**src/rtl/regfile_scoreboard.sv**
```systemverilog
// regfile_scoreboard: register file with r0 hardwired to zero and a per-register busy scoreboard.
// Define REGFILE_BYPASS_EN to forward the write port onto matching read ports in the same cycle.
module regfile_scoreboard #(
  parameter int N = 8,
  parameter int NREGS = 8,
  localparam int AW = $clog2(NREGS),
  localparam int CW = $clog2(NREGS + 1)
) (
  input  logic          clk,
  input  logic          rst,
  input  logic [N-1:0]  wd3,
  input  logic [AW-1:0] wa3,
  input  logic          we3,
  input  logic [AW-1:0] ra1,
  input  logic [AW-1:0] ra2,
  input  logic          rsv_en,
  input  logic [AW-1:0] rsv_a,
  output logic [N-1:0]  rd1,
  output logic [N-1:0]  rd2,
  output logic          busy1,
  output logic          busy2,
  output logic [CW-1:0] pend_cnt,
  output logic          rsv_ok
);
  logic [N-1:0] regs [NREGS];
  logic [NREGS-1:0] busy, busy_nxt;
  logic [CW-1:0] cnt_nxt;
  logic wr;
  assign wr = we3 && (wa3 != '0);
  assign rsv_ok = rsv_en && (rsv_a != '0) && !busy[rsv_a];
  // the reservation is applied after the write so a same-edge set wins over the clear
  always_comb begin
    busy_nxt = busy;
    if (wr) busy_nxt[wa3] = 1'b0;
    if (rsv_ok) busy_nxt[rsv_a] = 1'b1;
    cnt_nxt = '0;
    for (int i = 0; i < NREGS; i++) cnt_nxt = cnt_nxt + CW'(busy_nxt[i]);
  end
  always_ff @(posedge clk or negedge rst) begin
    if (!rst) begin
      for (int i = 0; i < NREGS; i++) regs[i] <= '0;
      busy <= '0;
      pend_cnt <= '0;
    end else begin
      if (wr) regs[wa3] <= wd3;
      busy <= busy_nxt;
      pend_cnt <= cnt_nxt;
    end
  end
`ifdef REGFILE_BYPASS_EN
  logic fwd1, fwd2;
  assign fwd1 = wr && (wa3 == ra1);
  assign fwd2 = wr && (wa3 == ra2);
  assign rd1 = fwd1 ? wd3 : regs[ra1];
  assign rd2 = fwd2 ? wd3 : regs[ra2];
  assign busy1 = fwd1 ? 1'b0 : busy[ra1];
  assign busy2 = fwd2 ? 1'b0 : busy[ra2];
`else
  assign rd1 = regs[ra1];
  assign rd2 = regs[ra2];
  assign busy1 = busy[ra1];
  assign busy2 = busy[ra2];
`endif
endmodule

```
**config.mk**
```make
export PLATFORM = sky130hd
export DESIGN_NAME = regfile_scoreboard
export DESIGN_NICKNAME = d
export VERILOG_FILES = /design/src/rtl/regfile_scoreboard.sv
export SDC_FILE = /design/constraint.sdc
export NUM_CORES = 1
export LEC_CHECK = 0
export ABC_AREA = 1
export CAP_MARGIN = 10
export CORE_MARGIN = 4
export CORE_UTILIZATION = 45
export CTS_CLUSTER_DIAMETER = 40
export DETAILED_ROUTE_END_ITERATION = 12
export HOLD_SLACK_MARGIN = 0.02
export PLACE_DENSITY_LB_ADDON = 0.08
export SLEW_MARGIN = 20
export SYNTH_ARGS = -nofsm -noshare
export SYNTH_HDL_FRONTEND = slang
export SYNTH_SLANG_ARGS = --single-unit
```
**constraint.sdc**
```tcl
create_clock -name clk -period 7.1 [get_ports clk]
set_input_delay 2.13 -clock clk [delete_from_list [all_inputs] [get_ports clk]]
set_output_delay 2.13 -clock clk [all_outputs]
set_load 0.02 [all_outputs]
```
==> results of run 1 <==
-- power breakdown --
part | switching (mW) | leakage [nW] | internal [mW] | total [mW]
clock | 0.162 | 0.0962 | 0.162 | 0.324
combinational | 0.257 | 1.35 | 0.179 | 0.436
sequential | 0.0483 | 0.963 | 0.513 | 0.562
-- worst max path at each step --
stage,startpoint,end,slack [ps]
floorplan,rsv_a[2],pend_cnt[2]$_DFF_PN0_,1910
global placement,ra1[2],rd1[0],810
detailed placement,rsv_a[0],rsv_ok,790
CTS,rsv_a[0],rsv_ok,790
global route,rsv_a[0],rsv_ok,650
finish,rsv_a[0],rsv_ok,800
-- layer usage --
metal	track usage [%]	vias up	share of wire [%]
met5	0	-	0
met1	31.9	1813	50
met4	5.86	0	1.1
met3	4.62	10	5.0
met2	31.7	97	44
li1	-	1976	-
-- cell type report --
class	count	area (um2)	share of cell area, %
tap	133	166	3.21
timing repair buffer	53	500	9.65
multi-input combinational	401	2160	41.7
clock inverter	6	65.1	1.25
clock buffer	10	128	2.46
inverter	69	259	5.00
sequential	76	1900	36.7
-- registers in the layout, summed over array words and instances, names as in the netlist --
signal / cells
busy: 8
pend_cnt: 4
regs: 64
-- cells in the mapped netlist (all sizes together) (4+ instances only) --
master | count | share of area (%)
nand2 | 140 | 12
o21ai | 94 | 12
dfrtp | 76 | 41
inv | 67 | 5.5
nand3 | 47 | 5.6
a21oi | 41 | 4.5
buf | 36 | 5.1
o211ai | 34 | 5.6
nor2 | 18 | 2.2
and2 | 16 | 2.2
clkbuf | 10 | 0.82
fa | 4 | 1.7
-- critical path: stages --
cell and delay [ps]:
clkdlybuf4s50_1 630, inv_2 120, nand4_1 80, nand2_1 90, nor2_4 250, nand2_1 180, inv_1 90, clkdlybuf4s50_1 600
-- kinds of logic (layout without fill, tap and decap cells) --
family,count (synthesis),count (layout)
AND/OR/NAND/NOR,224,224
AO/OA/AOI/OAI,169,169
buffers and inverters,115,138
flip-flops,76,76
adder cells (fa/ha/maj),7,7
XOR/XNOR,1,1
==> summary.md, run 1 <==
| Metric | Value |
|---|---|
| Seq cells post-synth | `76` |
| Vias in the first global route | `3667` |
| Leakage | `2.41 nW` |
| Maximum VDD drop | `164 uV` |
| FMAX | `159 MHz` |
| Fraction of the mapped netlist area in simple logic gates | `22.2%` |
| FF-to-FF End | `pend_cnt[1]$_DFF_PN0_` |
| Synthesis Warnings | `0` |
| Crit-path max FO | `12` |
| Finish-stage setup viols | `0` |
| Worst hold path depth | `0` |
| Antenna Nets Post-Route | `0` |
| Num CTS Buffers | `9` |
| Final wirelength | `12000 um` |
| Max-slew violations | `0` |
| Hold_ws | `396 ps` |
| Post-CTS sizing | `0` |
| Most frequent cells in the layout | `nand2_1, dfrtp_1, inv_1, o21ai_0, nand3_1` |
| # port buffers | `46` |
| Hold Crit Endpoint | `regs[61]$_DFFE_PN0P_` |
| Clock tree buffer depth | `2` |
| Final worst path period share | `88.8%` |
| Largest net degree at the start of global routing | `77` |
| Row count | `36` |
| Syn-to-layout area delta | `12.8%` |
| Tmin final | `6300 ps` |
| N_diodes | `0` |
| Tot Pwr | `1.32 mW` |
| Core ar. | `9860 um2` |
| R2R cell count | `16` |
| HPWL Detailed | `8260 um` |
| Fin nets | `641` |
| Final Instance Area | `5180 um2` |
| Pwr/cell area | `255 nW/um2` |
| Clock slew at reported path FFs | `80 ps` |
| DP Worst Slack | `787 ps` |
| DR WL/cell | `16.1 um` |
| Worst hold-check path type | `register to register` |
| Critical path class | `primary input to primary output` |
| Overflow left after global routing | `0` |
| Largest family of logic cells by synthesized area | `simple AND/OR/NAND/NOR gates` |
| I/O pin total | `47` |
| Worst Setup End Kind | `primary output` |
| Worst Max-Slew Pin Slew | `985 ps` |
| Drt pass-1 iters | `5` |
| Sequential element share of the synthesized area | `41.4%` |
| Skew-Pair Late Insertion Delay | `350 ps` |
| Hold-fix buffers, CTS | `0` |
| Slew HR | `34.3%` |
| Worst Path Required | `4970 ps` |
| Top FF cell, synth | `dfrtp_1` |
| Cell count after synthesis | `592` |
| Setup TNS | `0 ps` |
| Syn Area/Cell | `7.77 um2` |
| Via density | `5.21` |
| CTS H-tree depth | `3` |
| Antenna violations before repair | `0` |
| Hold Crit Start | `regs[61]$_DFFE_PN0P_` |
| Compound-Gate Fraction of Synth Area | `22.1%` |
| Slack of the worst reg-to-reg path | `3530 ps` |
| Setup Buffers After CTS | `0` |
| Syn Std Cell Area | `4600 um2` |
| Critical Path AT | `4170 ps` |
| Initial Util | `46.6%` |
| CTS sink cnt | `76` |
| Post-synthesis adder-cell area fraction | `2.56%` |
| FILL cells | `979` |
| CTS tree | `done` |
| Most common cell after layout, fill and taps aside | `nand2_1` |
| Setup ws final | `799 ps` |
| Endpoints failing hold | `0` |
| Reg2reg start | `busy[1]$_DFF_PN0_` |
| CP Launch Type | `primary input` |
| Full die area | `11900 um2` |
| Number of remaining DRC errors | `0` |
| Placed Cells | `732` |
| Max-cap violation count | `0` |
| Die Y-Extent | `109 um` |
| Proportion of layout cells with a drive suffix above 1 | `11.4%` |
| Xor-xnor portion of the synthesized cell area | `0.190%` |
| Syn_nets | `623` |
| Die Wd | `109 um` |
| Netlist cell types | `27` |
| Vias after detailed routing | `3896` |
| Final Non-Filler Cells | `748` |
| Async set or reset register ratio after synthesis | `100%` |
| Clock Skew | `6.16 ps` |
| Status | `finished, final reports clean` |
| Number of synthesized flops with an enable pin | `0` |
| Clk root buf | `clkbuf_8` |
| Global Route Usage Sum | `21.5%` |
| Final core area utilization | `52.6%` |
| RSZ-0062 raised after global routing | `no` |
| Routability cong. | `0.829` |
| Initial DRC Count | `257` |
| Mux share of post-synthesis cell area | `0%` |
| DP Area | `4990 um2` |
| First-pass GRT wire length | `19600 um` |
(Power assumes the default switching activity.)
==> inputs of run 2 (changes only) <==
--- a/config.mk
+++ b/config.mk
@@ -11,6 +11,7 @@
 export CORE_UTILIZATION = 45
 export CTS_CLUSTER_DIAMETER = 40
 export DETAILED_ROUTE_END_ITERATION = 12
+export GPL_TIMING_DRIVEN = 0
 export HOLD_SLACK_MARGIN = 0.02
 export PLACE_DENSITY_LB_ADDON = 0.08
 export SLEW_MARGIN = 20
==> run 2 against run 1 <==
- sequential cell count did not move
- critical endpoint unchanged
- die area stayed put
- final cell count grew 4.1%
- register-to-register slack worse by 60 ps
- first-iteration DRC count up 58%
==> summary.md, run 2 (same netlist as run 1, synthesis figures left out) <==
| Metric | Value |
|---|---|
| Biggest registers after layout | `regs (64), busy (8), pend_cnt (4)` |
| Clk root buf | `clkbuf_8` |
| RSZ-0062 raised after global routing | `no` |
| Setup Buffers After CTS | `0` |
| FILL cells | `949` |
| Worst Path Required | `4970 ps` |
| Pwr/cell area | `264 nW/um2` |
| CP Launch Type | `primary input` |
| Proportion of layout cells with a drive suffix above 1 | `15.0%` |
| FMAX | `166 MHz` |
| Endpoints failing hold | `0` |
| DP Area | `5170 um2` |
| Final worst path period share | `85.1%` |
| Number of remaining DRC errors | `0` |
| First-pass GRT wire length | `22400 um` |
| Clock slew at reported path FFs | `80 ps` |
| Via density | `5.38` |
| Maximum VDD drop | `164 uV` |
| Largest reg by FF count | `regs` |
| Critical path class | `primary input to primary output` |
| Crit-path max FO | `7` |
| Status | `finished, final reports clean` |
| CTS H-tree depth | `3` |
| DR WL/cell | `18.0 um` |
| Full die area | `11900 um2` |
| Leakage | `2.54 nW` |
| Initial Util | `46.6%` |
| Vias after detailed routing | `4190` |
| Clock Skew | `3.89 ps` |
| CTS sink cnt | `76` |
| HPWL Detailed | `10200 um` |
| Worst Max-Slew Pin Slew | `566 ps` |
| Largest net degree at the start of global routing | `56` |
| Initial DRC Count | `406` |
| Clock tree buffer depth | `2` |
| N_diodes | `0` |
| Setup ws final | `1060 ps` |
| Worst Setup End Kind | `primary output` |
| Syn-to-layout area delta | `17.6%` |
| Vias in the first global route | `4177` |
| Antenna Nets Post-Route | `0` |
| Setup TNS | `0 ps` |
| Routability cong. | `0.871` |
| Final Instance Area | `5410 um2` |
| Hold_ws | `481 ps` |
| # port buffers | `38` |
| Slew HR | `62.3%` |
| Hold-fix buffers, CTS | `0` |
| Overflow left after global routing | `0` |
| Drt pass-1 iters | `6` |
| CTS tree | `done` |
| Largest register FFs | `64` |
| Post-CTS sizing | `0` |
| Worst hold-check path type | `register to register` |
| Max-cap violation count | `0` |
| I/O pin total | `47` |
| Die Y-Extent | `109 um` |
| Global Route Usage Sum | `25.0%` |
| Row count | `36` |
| Critical Path AT | `3910 ps` |
| Fin nets | `673` |
| Tmin final | `6040 ps` |
| Num CTS Buffers | `9` |
| Core ar. | `9860 um2` |
| Die Wd | `109 um` |
| Finish-stage setup viols | `0` |
| DP Worst Slack | `1060 ps` |
| Most common cell after layout, fill and taps aside | `nand2_1` |
| Antenna violations before repair | `1` |
| Skew-Pair Late Insertion Delay | `360 ps` |
| Most frequent cells in the layout | `nand2_1, dfrtp_1, inv_1, o21ai_0, nand3_1` |
| Max-slew violations | `0` |
| Final wirelength | `14000 um` |
run 2: final cells by class:
| type | instances | area [um2] | area share (%) |
|---|---|---|---|
| timing repair buffer | 39 | 405 | 7.49 |
| clock inverter | 4 | 97.6 | 1.80 |
| sequential | 76 | 1900 | 35.2 |
| clock buffer | 11 | 141 | 2.61 |
| inverter | 69 | 259 | 4.79 |
| tap | 133 | 166 | 3.08 |
| multi-input combinational | 401 | 2160 | 40.0 |
| buffer | 46 | 273 | 5.04 |
run 2: per-layer routing:
metal | track usage (%) | vias to the layer above | routed length [um]
met1 | 35.5 | 1970 | 6600
met5 | 0 | - | 11
met2 | 38.5 | 147 | 6330
met3 | 5.09 | 26 | 881
li1 | - | 2045 | -
met4 | 7.39 | 2 | 219
run 2: through the flow:
step	power, mW	std cells	utilization [%]
after global placement	1.01	763	52.2
after detailed placement	1.03	764	52.4
final	1.43	779	54.8
after global routing	1.52	779	54.8
after floorplan	0.858	592	-
after CTS	1.43	779	54.8
run 2: critical path, stage by stage:
cell	delay, ps
clkdlybuf4s50_1	620
nor2_1	70
nand2_1	80
nand2_2	60
nor2_4	140
nand2_1	130
inv_1	80
clkdlybuf4s50_1	590
run 2: power breakdown:
part | leakage [nW] | switching (mW) | internal (mW)
Combinational | 1.46 | 0.271 | 0.186
Clock | 0.116 | 0.168 | 0.242
Sequential | 0.963 | 0.0503 | 0.513
run 2: final timing paths:
kind,to,from,cells after the start,slack (ps)
setup / recovery,rsv_ok,rsv_a[1],8,1060
hold / removal,regs[63]$_DFFE_PN0P_,regs[63]$_DFFE_PN0P_,1,480
setup reg to reg,pend_cnt[1]$_DFF_PN0_,busy[5]$_DFF_PN0_,17,3470
hold reg to reg,regs[63]$_DFFE_PN0P_,regs[63]$_DFFE_PN0P_,1,480
max in group asynchronous,regs[20]$_DFFE_PN0P_,rst,2,4850
min in group asynchronous,regs[32]$_DFFE_PN0P_,rst,1,1650
==> inputs of run 3 (changes only) <==
--- a/config.mk
+++ b/config.mk
@@ -6,7 +6,6 @@
 export NUM_CORES = 1
 export LEC_CHECK = 0
 export ABC_AREA = 1
-export CAP_MARGIN = 10
 export CORE_MARGIN = 4
 export CORE_UTILIZATION = 45
 export CTS_CLUSTER_DIAMETER = 40
@@ -14,7 +13,7 @@
 export GPL_TIMING_DRIVEN = 0
 export HOLD_SLACK_MARGIN = 0.02
 export PLACE_DENSITY_LB_ADDON = 0.08
-export SLEW_MARGIN = 20
+export SLEW_MARGIN = 30
 export SYNTH_ARGS = -nofsm -noshare
 export SYNTH_HDL_FRONTEND = slang
 export SYNTH_SLANG_ARGS = --single-unit
==> run 3 against run 2 <==
- worst setup slack worse by 15 ps
- largest power group unchanged
- critical endpoint unchanged
- clock-buffer cell count is 2 higher
- maximum frequency is 0.25% lower
- sequential power hardly changed
- core utilization is 0.34 points higher
- critical path depth stayed put
- hold slack better by 2.6 ps
- highest routed layer is now met4
- sequential share of layout area is 0.22 points lower
==> summary.md, run 3 (same netlist as run 1, synthesis figures left out) <==
| Metric | Value |
|---|---|
| Status | `finished, final reports clean` |
| Seq pwr share | `38.8%` |
| Clock tree buffer depth | `2` |
| Maximum VDD drop | `167 uV` |
| Antenna violations before repair | `0` |
| FF-to-FF End | `pend_cnt[1]$_DFF_PN0_` |
| Setup ws final | `1040 ps` |
| Reg2reg start | `busy[5]$_DFF_PN0_` |
| DR WL/cell | `17.9 um` |
| Worst Path Required | `4970 ps` |
| Biggest registers after layout | `regs (64), busy (8), pend_cnt (4)` |
| FMAX | `165 MHz` |
| Leakage | `2.57 nW` |
| Die Wd | `109 um` |
| Clock power frac | `30.0%` |
| # port buffers | `38` |
| CTS sink cnt | `76` |
| Drt pass-1 iters | `7` |
| Internal power | `972 uW` |
| Clk root buf | `clkbuf_8` |
| Initial DRC Count | `370` |
| DP Worst Slack | `1070 ps` |
| Hold-fix buffers, CTS | `0` |
| Global Route Usage Sum | `24.8%` |
| First-pass GRT wire length | `22300 um` |
| Worst Max-Slew Pin Slew | `537 ps` |
| HPWL Detailed | `10200 um` |
| Skew-Pair Late Insertion Delay | `350 ps` |
| Final Non-Filler Cells | `780` |
| Final wirelength | `14000 um` |
| Setup TNS | `0 ps` |
| Hold Crit Endpoint | `regs[63]$_DFFE_PN0P_` |
| Most frequent cells in the layout | `nand2_1, dfrtp_1, inv_1, o21ai_0, nand3_1` |
| Overflow left after global routing | `0` |
| Fin nets | `673` |
| Critical path class | `primary input to primary output` |
| Pwr/cell area | `267 nW/um2` |
| FILL cells | `919` |
| Clock Skew | `8.55 ps` |
| Critical Path AT | `3930 ps` |
| CTS tree | `done` |
| Finish-stage setup viols | `0` |
| Setup Buffers After CTS | `0` |
| Net switching power | `484 uW` |
| Num CTS Buffers | `9` |
| Tmin final | `6060 ps` |
| CTS H-tree depth | `3` |
| I/O pin total | `47` |
| Vias in the first global route | `4121` |
| Most common cell after layout, fill and taps aside | `nand2_1` |
| Worst Setup End Kind | `primary output` |
| Antenna Nets Post-Route | `0` |
| Row count | `36` |
| Routability cong. | `0.871` |
| Switching Fraction | `33.2%` |
| Vias after detailed routing | `4239` |
| Clock slew at reported path FFs | `90 ps` |
| Largest reg by FF count | `regs` |
| Proportion of layout cells with a drive suffix above 1 | `15.3%` |
| Logic pwr share | `31.2%` |
| Die Y-Extent | `109 um` |
| Placed Cells | `764` |
| Full die area | `11900 um2` |
| Initial Util | `46.6%` |
| Hold Crit Start | `regs[63]$_DFFE_PN0P_` |
| Largest register FFs | `64` |
| RSZ-0062 raised after global routing | `no` |
| Largest net degree at the start of global routing | `56` |
| Number of remaining DRC errors | `0` |
| Slack of the worst reg-to-reg path | `3490 ps` |
| CP Launch Type | `primary input` |
| Slew HR | `64.2%` |
| Max-slew violations | `0` |
| Final worst path period share | `85.3%` |
| Core ar. | `9860 um2` |
| N_diodes | `0` |
| Worst hold path depth | `1` |
| Syn-to-layout area delta | `18.4%` |
| Max-cap violation count | `0` |
| Endpoints failing hold | `0` |
| R2R cell count | `17` |
| Crit-path max FO | `7` |
| Tot Pwr | `1.46 mW` |
| Worst hold-check path type | `register to register` |
| Final core area utilization | `55.2%` |
| Post-CTS sizing | `0` |
| Via density | `5.43` |
-- run 3: cell count changes in the layout (fill, tap and decap cells not counted), sizes merged --
| cell | before | now |
|---|---|---|
| clkinvlp | 1 | 0 |
| clkbuf | 21 | 23 |
-- run 3: area by class of cell --
class	instances	area [um2]	share of cell area (%)
clock inverter	3	90.1	1.66
multi-input combinational	401	2160	39.8
inverter	69	259	4.76
buffer	46	273	5.01
tap	133	166	3.06
clock buffer	13	179	3.29
timing repair buffer	39	409	7.52
sequential	76	1900	34.9
-- run 3: power by group through the flow --
stage	logic (mW)	registers, mW	clock network, mW
2_1_floorplan	0.291	0.567	0
3_3_place_gp	0.442	0.567	0
3_5_place_dp	0.454	0.570	0
4_1_cts	0.457	0.563	0.440
5_1_grt	0.513	0.574	0.459
6_report	0.454	0.565	0.437
-- run 3: critical path, stage by stage --
cell and delay (ps):
clkdlybuf4s50_1 620, nor2_1 70, nand2_1 80, nand2_2 60, nor2_4 150, nand2_1 140, inv_1 80, clkdlybuf4s50_1 600
-- run 3: worst max path at each step --
stage	startpoint	endpoint	slack (ps)	depth (start not counted)
6_report	rsv_a[1]	rsv_ok	1040	8
5_1_grt	rsv_a[1]	rsv_ok	930	8
4_1_cts	rsv_a[1]	rsv_ok	1070	8
3_5_place_dp	rsv_a[1]	rsv_ok	1070	8
3_3_place_gp	rsv_a[1]	rsv_ok	1080	8
2_1_floorplan	rsv_a[2]	pend_cnt[2]$_DFF_PN0_	1910	17
-- run 3: stage by stage --
| stage | hold WS (ps) | area [um2] |
|---|---|---|
| after floorplan | 440 | 4600 |
| after global placement | 453 | 5140 |
| after detailed placement | 466 | 5170 |
| after CTS | 486 | 5440 |
| after global routing | 499 | 5440 |
| final | 484 | 5440 |
-- run 3: metal layers --
layer  wire length, um  global-route usage [%]  up-vias  part of all wire, %
met2              6180                    37.7      172                   44
met3              1030                    3.55       24                  7.4
met1              6510                    35.6     1992                   47
met5                 0                       0        -                    0
met4               261                    9.38        0                  1.9
li1                  -                       -     2051                    -
